`src/rtl/intr_ctrl_pkg.sv`:
```
// Shared definitions for the interrupt controller: register offsets, FSM encoding, base address.
package intr_ctrl_pkg;

   localparam logic [1:0] INTC_MASK = 2'd0;
   localparam logic [1:0] INTC_PEND = 2'd1;
   localparam logic [1:0] INTC_ACT  = 2'd2;
   localparam logic [1:0] INTC_CTRL = 2'd3;

   localparam logic [31:0] INTC_ADDR_BASE = 32'h0000_7F20;

   typedef enum logic [1:0] {
      IDLE    = 2'd0,
      REQ     = 2'd1,
      SERVICE = 2'd2
   } intc_state_e;

endpackage

```
`src/rtl/intr_ctrl_if.sv`:
```
// Bridge register access plus CPU request/acknowledge/return handshake of the interrupt controller.
interface intr_ctrl_if;

   logic [31:0] bus_addr;
   logic        bus_we;
   logic [31:0] bus_wd;
   logic [31:0] bus_rd;
   logic        irq_req;
   logic [2:0]  irq_id;
   logic        irq_ack;
   logic        eret;

   modport master (
      output bus_addr, bus_we, bus_wd, irq_ack, eret,
      input  bus_rd, irq_req, irq_id
   );

   modport slave (
      input  bus_addr, bus_we, bus_wd, irq_ack, eret,
      output bus_rd, irq_req, irq_id
   );

endinterface

```
`src/rtl/intr_prio_enc.sv`:
```
// Combinational lowest-index-wins priority encoder producing {valid, id}.
module intr_prio_enc #(
   parameter int unsigned NUM_SRC = 2
) (
   input  logic [NUM_SRC-1:0] req,
   output logic               valid,
   output logic [2:0]         id
);

   always_comb begin
      valid = 1'b0;
      id    = 3'd0;
      // Scan from the top down so the lowest set index is the last one written.
      for (int i = NUM_SRC - 1; i >= 0; i--) begin
         if (req[i]) begin
            valid = 1'b1;
            id    = 3'(i);
         end
      end
   end

endmodule

```
`src/rtl/intr_ctrl.sv`:
```
// Interrupt controller: pending capture, mask/GIE gating, priority pick and CPU handshake FSM.
// Define INTC_LEVEL_EN for level-sensitive sources (PENDING mirrors src, no W1C, no ack clear).
module intr_ctrl
   import intr_ctrl_pkg::*;
#(
   parameter int unsigned NUM_SRC   = 2,
   parameter logic [31:0] ADDR_BASE = INTC_ADDR_BASE
) (
   input  logic               clk,
   input  logic               reset,
   input  logic [NUM_SRC-1:0] src,
   intr_ctrl_if.slave         intc
);

   intc_state_e        state_q;
   logic [NUM_SRC-1:0] mask_q;
   logic [NUM_SRC-1:0] pend_q;
   logic [NUM_SRC-1:0] pend_d;
   logic               gie_q;
   logic               act_valid_q;
   logic [2:0]         act_id_q;
   logic               irq_req_q;
   logic [2:0]         irq_id_q;

   logic [NUM_SRC-1:0] elig;
   logic               win_valid;
   logic [2:0]         win_id;
   logic               hit;
   logic               wr;
   logic [1:0]         idx;
   logic               ack_take;
   logic               unused;

   assign idx      = intc.bus_addr[3:2];
   assign hit      = (intc.bus_addr[31:4] == ADDR_BASE[31:4]);
   assign wr       = intc.bus_we && hit;
   assign elig     = pend_q & mask_q & {NUM_SRC{gie_q}};
   assign ack_take = (state_q == REQ) && intc.irq_ack && win_valid;
   assign unused   = ^{intc.bus_addr[1:0], intc.bus_wd};

   intr_prio_enc #(
      .NUM_SRC (NUM_SRC)
   ) u_prio (
      .req   (elig),
      .valid (win_valid),
      .id    (win_id)
   );

`ifdef INTC_LEVEL_EN
   assign pend_d = src;
`else
   logic [NUM_SRC-1:0] src_q;
   logic [NUM_SRC-1:0] win_onehot;

   assign win_onehot = NUM_SRC'(1) << win_id;

   always_comb begin
      pend_d = pend_q;
      if (wr && idx == INTC_PEND) pend_d = pend_d & ~intc.bus_wd[NUM_SRC-1:0];
      if (ack_take) pend_d = pend_d & ~win_onehot;
      // A fresh rising edge applied last so it beats a same-cycle clear.
      pend_d = pend_d | (src & ~src_q);
   end

   always_ff @(posedge clk) begin
      if (!reset) src_q <= '0;
      else        src_q <= src;
   end
`endif

   always_ff @(posedge clk) begin
      if (!reset) begin
         state_q     <= IDLE;
         mask_q      <= '0;
         pend_q      <= '0;
         gie_q       <= 1'b0;
         act_valid_q <= 1'b0;
         act_id_q    <= 3'd0;
         irq_req_q   <= 1'b0;
         irq_id_q    <= 3'd0;
      end else begin
         pend_q <= pend_d;
         if (wr && idx == INTC_MASK) mask_q <= intc.bus_wd[NUM_SRC-1:0];
         if (wr && idx == INTC_CTRL) gie_q <= intc.bus_wd[0];

         case (state_q)
            IDLE: begin
               irq_req_q <= 1'b0;
               if (win_valid) begin
                  state_q   <= REQ;
                  irq_req_q <= 1'b1;
                  irq_id_q  <= win_id;
               end
            end
            REQ: begin
               if (!win_valid) begin
                  state_q   <= IDLE;
                  irq_req_q <= 1'b0;
               end else if (intc.irq_ack) begin
                  state_q     <= SERVICE;
                  irq_req_q   <= 1'b0;
                  irq_id_q    <= win_id;
                  act_valid_q <= 1'b1;
                  act_id_q    <= win_id;
               end else begin
                  irq_id_q <= win_id;
               end
            end
            SERVICE: begin
               irq_req_q <= 1'b0;
               if (intc.eret) begin
                  state_q     <= IDLE;
                  act_valid_q <= 1'b0;
               end
            end
            default: begin
               state_q   <= IDLE;
               irq_req_q <= 1'b0;
            end
         endcase
      end
   end

   always_comb begin
      intc.bus_rd = 32'd0;
      if (hit) begin
         case (idx)
            INTC_MASK: intc.bus_rd = 32'(mask_q);
            INTC_PEND: intc.bus_rd = 32'(pend_q);
            INTC_ACT:  intc.bus_rd = 32'({act_valid_q, act_id_q});
            default:   intc.bus_rd = 32'(gie_q);
         endcase
      end
   end

   assign intc.irq_req = irq_req_q;
   assign intc.irq_id  = irq_id_q;

endmodule
```
`src/flat_wrapper.sv`:
```
// flat-port wrapper written by rule: the top's interface ports become plain ports
module intr_ctrl_flat import intr_ctrl_pkg::*;
#(
   parameter int unsigned NUM_SRC   = 2,
   parameter logic [31:0] ADDR_BASE = INTC_ADDR_BASE
)
  (clk, reset, src, intc_bus_addr, intc_bus_we, intc_bus_wd, intc_irq_ack, intc_eret, intc_bus_rd, intc_irq_req, intc_irq_id);
  intr_ctrl_if intc_i ();
  input  logic clk;
  input  logic reset;
  input  logic [NUM_SRC-1:0] src;
  input wire logic [$bits(intc_i.bus_addr)-1:0] intc_bus_addr;
  input wire logic [$bits(intc_i.bus_we)-1:0] intc_bus_we;
  input wire logic [$bits(intc_i.bus_wd)-1:0] intc_bus_wd;
  input wire logic [$bits(intc_i.irq_ack)-1:0] intc_irq_ack;
  input wire logic [$bits(intc_i.eret)-1:0] intc_eret;
  output wire logic [$bits(intc_i.bus_rd)-1:0] intc_bus_rd;
  output wire logic [$bits(intc_i.irq_req)-1:0] intc_irq_req;
  output wire logic [$bits(intc_i.irq_id)-1:0] intc_irq_id;
  assign intc_i.bus_addr = intc_bus_addr;
  assign intc_i.bus_we = intc_bus_we;
  assign intc_i.bus_wd = intc_bus_wd;
  assign intc_i.irq_ack = intc_irq_ack;
  assign intc_i.eret = intc_eret;
  assign intc_bus_rd = intc_i.bus_rd;
  assign intc_irq_req = intc_i.irq_req;
  assign intc_irq_id = intc_i.irq_id;
  intr_ctrl #(.NUM_SRC(NUM_SRC), .ADDR_BASE(ADDR_BASE)) u_core (.clk(clk), .reset(reset), .src(src), .intc(intc_i));
endmodule
```
`config.mk`:
```
export PLATFORM = sky130hd
export DESIGN_NAME = intr_ctrl_flat
export DESIGN_NICKNAME = d
export VERILOG_FILES = /design/src/rtl/intr_ctrl_pkg.sv /design/src/rtl/intr_ctrl_if.sv /design/src/rtl/intr_prio_enc.sv /design/src/rtl/intr_ctrl.sv /design/src/flat_wrapper.sv
export SDC_FILE = /design/constraint.sdc
export NUM_CORES = 1
export LEC_CHECK = 0
export ABC_AREA = 1
export CAP_MARGIN = 20
export CORE_UTILIZATION = 32
export CTS_BUF_LIST = sky130_fd_sc_hd__clkbuf_2
export DETAILED_ROUTE_END_ITERATION = 10
export PLACE_DENSITY = 0.9
export SLEW_MARGIN = 20
export SYNTH_ARGS = -nofsm -noshare
export SYNTH_HDL_FRONTEND = slang
export SYNTH_SLANG_ARGS = --single-unit
```
`constraint.sdc`:
```
create_clock -name clk -period 1.45 [get_ports clk]
set_input_delay 0.29 -clock clk [delete_from_list [all_inputs] [get_ports clk]]
set_output_delay 0.29 -clock clk [all_outputs]
set_load 0.05 [all_outputs]
```
# After elaboration in Yosys (flattened, before gate mapping)
# Index checks and enable logic that the tools add are counted.
dict set report op_classes {
  eq_ne 11
  n_shift 1
  n_mux 21
  n_bitwise 9
  reduce_logical 14
}
# cell n
set ops {}
lappend ops {{32-bit 2-to-1 mux} 1}
lappend ops {{28-bit by 11-bit equality test with 1-bit output (second input constant)} 1}
lappend ops {{2-bit 2-to-1 mux} 6}
lappend ops {{4-bit case mux with 3 select lines} 1}
lappend ops {{2-bit bitwise AND} 5}
lappend ops {{1-bit 2-to-1 mux} 10}
lappend ops {{2-bit equality test (second input constant)} 3}
lappend ops {{1-bit logical AND} 6}
lappend ops {{2-bit inverter} 3}
lappend ops {{2-bit case mux with 3 select lines} 1}
lappend ops {{3-bit AND reduction} 2}
lappend ops {{2-bit by 1-bit equality test with 1-bit output (second input constant)} 2}
lappend ops {{2-bit zero test} 2}
lappend ops {{2-bit by 1-bit inequality test with 1-bit output (second input constant)} 2}
lappend ops {{2-bit inequality test (second input constant)} 2}
lappend ops {{1-bit case mux with 2 select lines} 2}
lappend ops {{4-bit AND reduction} 1}
lappend ops {{3-bit inequality test (second input constant)} 1}
lappend ops {{1-bit by 3-bit << shifter with 2-bit output (first input constant)} 1}
lappend ops {{2-bit bitwise OR} 1}
lappend ops {{2-bit AND reduction} 1}
lappend ops {{2-bit nonzero test} 1}
lappend ops {{2-bit OR reduction} 1}
dict set report totals {
  ff_bits 17
  inputBits 71
}

# Depth between registers and ports, before layout
dict set report logic_depth {
  word_depth 9
  mapped_depth 10
  depth_no_buf 10
}

# Cells and area by module
# A second synthesis with hierarchy kept.
dict set report unflattened {
  hier_cells 219
  area_unflattened_um2 1335.0
}
# mod instances cells_per_inst area_each_um2 seq_area_each_um2
set modules_own_cells {}
lappend modules_own_cells {intr_ctrl 1 212 1298.7 340.3}
lappend modules_own_cells {intr_prio_enc 1 7 36.3 0.0}

# Worst setup path before layout
# OpenSTA, ideal clock, no wires.
dict set report synth_path {
  path_type {in2out}
  from {input port intc_bus_addr[27]}
  to {output port intc_bus_rd[1]}
  arrival_time_ns 1.554
  t_required_ns 1.160
  slack_ns -0.394
  stages 7
  n_path_buf 0
  cell_sequence {nor2_1 > nand2_1 > nor2_1 > nand2_1 > nor2_1 > inv_1 > a21oi_1}
}
dict set report synth_via {
  elab_chain_cells 2
}
# item line
set synth_lines {}
lappend synth_lines {{start: declaration} flat_wrapper.sv:12} ;# input wire logic [$bits(intc_i.bus_addr)-1:0] intc_bus_addr;
lappend synth_lines {{28-bit by 11-bit equality test with 1-bit output} intr_ctrl.sv:35} ;# assign hit = (intc.bus_addr[31:4] == ADDR_BASE[31:4]);
lappend synth_lines {{32-bit 2-to-1 mux} intr_ctrl.sv:126} ;# if (hit) begin
lappend synth_lines {{end: declaration} flat_wrapper.sv:17} ;# output wire logic [$bits(intc_i.bus_rd)-1:0] intc_bus_rd;
# No other way between the ends.

# Final worst setup path
dict set report layout_path {
  from {input port intc_bus_addr[25]}
  to {output port intc_bus_rd[1]}
}
# The elaborated chain is that of the path after synthesis.

==> flow_summary_export.csv <==
group,metric,value,unit
setup_path,cp-end-kind,"primary output",
grt,overflow,0,
layout,antennaDiodeCount,0,
clock_tree,clkTransAtPathRegs,0.12,ns
layout,multi_input_area,786,µm²
setup_path,r2r_end,"u_core.pend_q[1]$_SDFF_PN0_",
clock_tree,tritoncts,"done",
routing,drc,0,
clock_tree,htreeDepth,1,
grt,grt_pass1_wl,4820,µm
place,gp_congestion,0.825,
grt,antenna_found_initial,0,
sta,timing.final.crit_share,1.06,
floorplanning,die-area,3880,µm²
sta,hold_violations,0,
logic_synthesis,ys_ff_latch,13,
worst_hold_path,hp-start,"u_core.act_id_q[0]$_SDFFE_PN0P_",
logic_synthesis,yosysWarnings,0,
flow_run,cap_violations,0,
power,ir_worst_vdd,494,µV
floorplanning,rows,21,
logic_synthesis,avgSynthCellArea,6.00,µm²
logic_synthesis,synth_seq_area_share,0.224,
setup_path,required,1.16,ns
routing,vias_per_cell,4.09,
setup_path,cp.arrival,1.24,ns
layout,synthToLayoutAreaGrowth,58.4,%
logic_synthesis,synth_top_flop_cell,"dfxtp_1",
layout,fillers,315,
grt,grt_pass1_vias,1149,
routing,vias,1238,
logic_synthesis,yosysTopAreaCell,"dfxtp_1",
routing,routed_wl,2790,µm
clock_tree,clk-insertion-delay-late,0.27,ns
floorplanning,die_x,62.3,µm
floorplanning,die_y,62.3,µm
place,dp_hpwl,2030,µm
routing,drtIter0Drc,36,
setup_path,worst-path-max-fanout,3,
sta,period_needed,1.53,ns
setup_path,rrSetupSlack,0.21,ns
sta,rsz0062_at_grt,"yes",
worst_hold_path,min_to,"u_core.act_id_q[0]$_SDFFE_PN0P_",
routing,wire_per_inst,9.22,µm
layout,utilization,0.540,
sta,final-setup-viol-count,3,
layout,drive_gt1_frac,0.405,
routing,drt_first_pass_iters,4,
layout,nets,329,
logic_synthesis,synthesis.area,1160,µm²
layout,final_cell_area,1840,µm²
status,violations,"setup timing",
status,status,"finished with violations",
routing,ant_nets,0,
setup_path,reg2reg_depth,9,
layout,regArea,267,µm²
setup_path,start_kind,"input pin",
logic_synthesis,yosysTopAreaCellShare,0.224,
sta,fin_skew,0.00805,ns
logic_synthesis,yosys-top-cells-area,"dfxtp_1 (22%), buf_4 (20%), nand2_1 (14%)",
place,io_buffers,43,
worst_hold_path,hold_class,"reg2reg",
power,p_leak,0.903,nW
sta,max_freq,653,MHz
clock_tree,cts.sinks,13,
floorplanning,start_util,0.341,
sta,slew_violations,0,
clock_tree,clockBufferDepth,2,
logic_synthesis,synth_edf_count,0,
sta,postLayoutSetupSlackWorst,-0.0809,ns
clock_tree,postCtsHoldBufs,0,
worst_hold_path,holdPathStages,2,
logic_synthesis,synth-async-reset-ratio,0,
floorplanning,io_pins,107,
power,cellPowerDensity,520,nW/µm²
setup_path,critPathKind,"in2out",
grt,grt_use_total,0.149,
grt,grt_max_degree,9,
place,place_ws,-0.618,ns
logic_synthesis,netlist_instances,194,
floorplanning,coreArea,3420,µm²
clock_tree,cts_made_buffers,3,
logic_synthesis,synth_cell_types,23,
place,postPlaceCellArea,1630,µm²
setup_path,r2r-start,"u_core.mask_q[0]$_SDFFE_PN0P_",
clock_tree,root_buffer,"clkbuf_2",
registers in the layout, indices dropped and copies added, names as in the netlist:
name / cells
u_core.gie_q: 1
u_core.act_valid_q: 1
u_core.mask_q: 2
u_core.pend_q: 2
u_core.src_q: 2
u_core.act_id_q: 1
u_core.intc.irq_id: 1
u_core.state_q: 2
u_core.intc.irq_req: 1
critical path: stages:
cell and delay (ns):
buf_8 0.10, nor2_4 0.09, nand2_1 0.05, nor2_1 0.12, nand2_2 0.08, nor2_4 0.15, inv_4 0.07, a21oi_4 0.14
buf_12 0.15
per-layer routing:
metal | track usage | wire (µm)
met5 | 0 | 0
met4 | 0.0436 | 10
met3 | 0.0165 | 101
met2 | 0.273 | 1490
met1 | 0.181 | 1190
metrics by stage:
stage	power, mW	std cells	setup TNS, ns	hold slack (ns)
after global placement	0.741	287	-2.63	0.455
after detailed placement	0.745	287	-2.88	0.455
after global routing	1.02	303	-0.337	0.504
final	0.958	303	-0.143	0.474
after CTS	0.919	305	-0.334	0.472
after floorplan	0.674	224	-0.281	0.395
repair_timing:
action / CTS / global route
resized for setup: 120 / 55
setup buffers: 14 / 1
setup endpoints to repair: 3 / 6
pin swaps: 25 / 27
cloned: 0 / 0
logic make-up after synthesis:
group,after synthesis,share of synthesized area
and+or+nand+nor,102,0.401
buffers and inverters,70,0.326
DFF,13,0.224
AOI/OAI and AO/OA,8,0.0462
other,1,0.00322
report_power, final:
part / switching, mW / internal [mW]
combinational: 0.276 / 0.134
clock: 0.116 / 0.0624
sequential: 0.00582 / 0.364
Yosys cell counts, types with 3 or more instances:
library cell and n:
nand4_1 7, nand3_1 9, a21oi_1 5, nor2_1 27, dfxtp_1 13, buf_4 31
nand2_1 44, inv_1 36, nor2_2 3
how the worst max path moves through the flow:
stage / startpoint / endpoint / slack (ns) / cells past startpoint
finish: intc_bus_addr[25] / intc_bus_rd[1] / -0.08 / 9
global route: intc_bus_addr[25] / intc_bus_rd[1] / -0.13 / 9
CTS: intc_bus_addr[6] / intc_bus_rd[1] / -0.13 / 9
detailed placement: intc_bus_addr[11] / intc_bus_rd[1] / -0.62 / 10
global placement: intc_bus_addr[11] / intc_bus_rd[1] / -0.57 / 10
floorplan: intc_bus_addr[27] / intc_bus_rd[1] / -0.11 / 7
layout by cell type, fill, tap and decap left out, drive strengths merged, types with 2 or more instances in the layout:
master and instances:
a21oi 5, buf 50, nand3 10, nand4 7, dfxtp 13, or2 3, nor2 32, clkdlybuf4s50 8
conb 31, nand2 47, nor3 2, inv 38, clkbuf 5
cell type report:
type                    instances  area share
multi-input cells             141       0.426
repair buffers                 61       0.307
flip-flops and latches         13       0.145
inverters                      38      0.0801
well taps                      46      0.0312
clock buffers                   3     0.00815
clock inverters                 1     0.00272
Note: power is estimated with default switching activity, not from simulation.
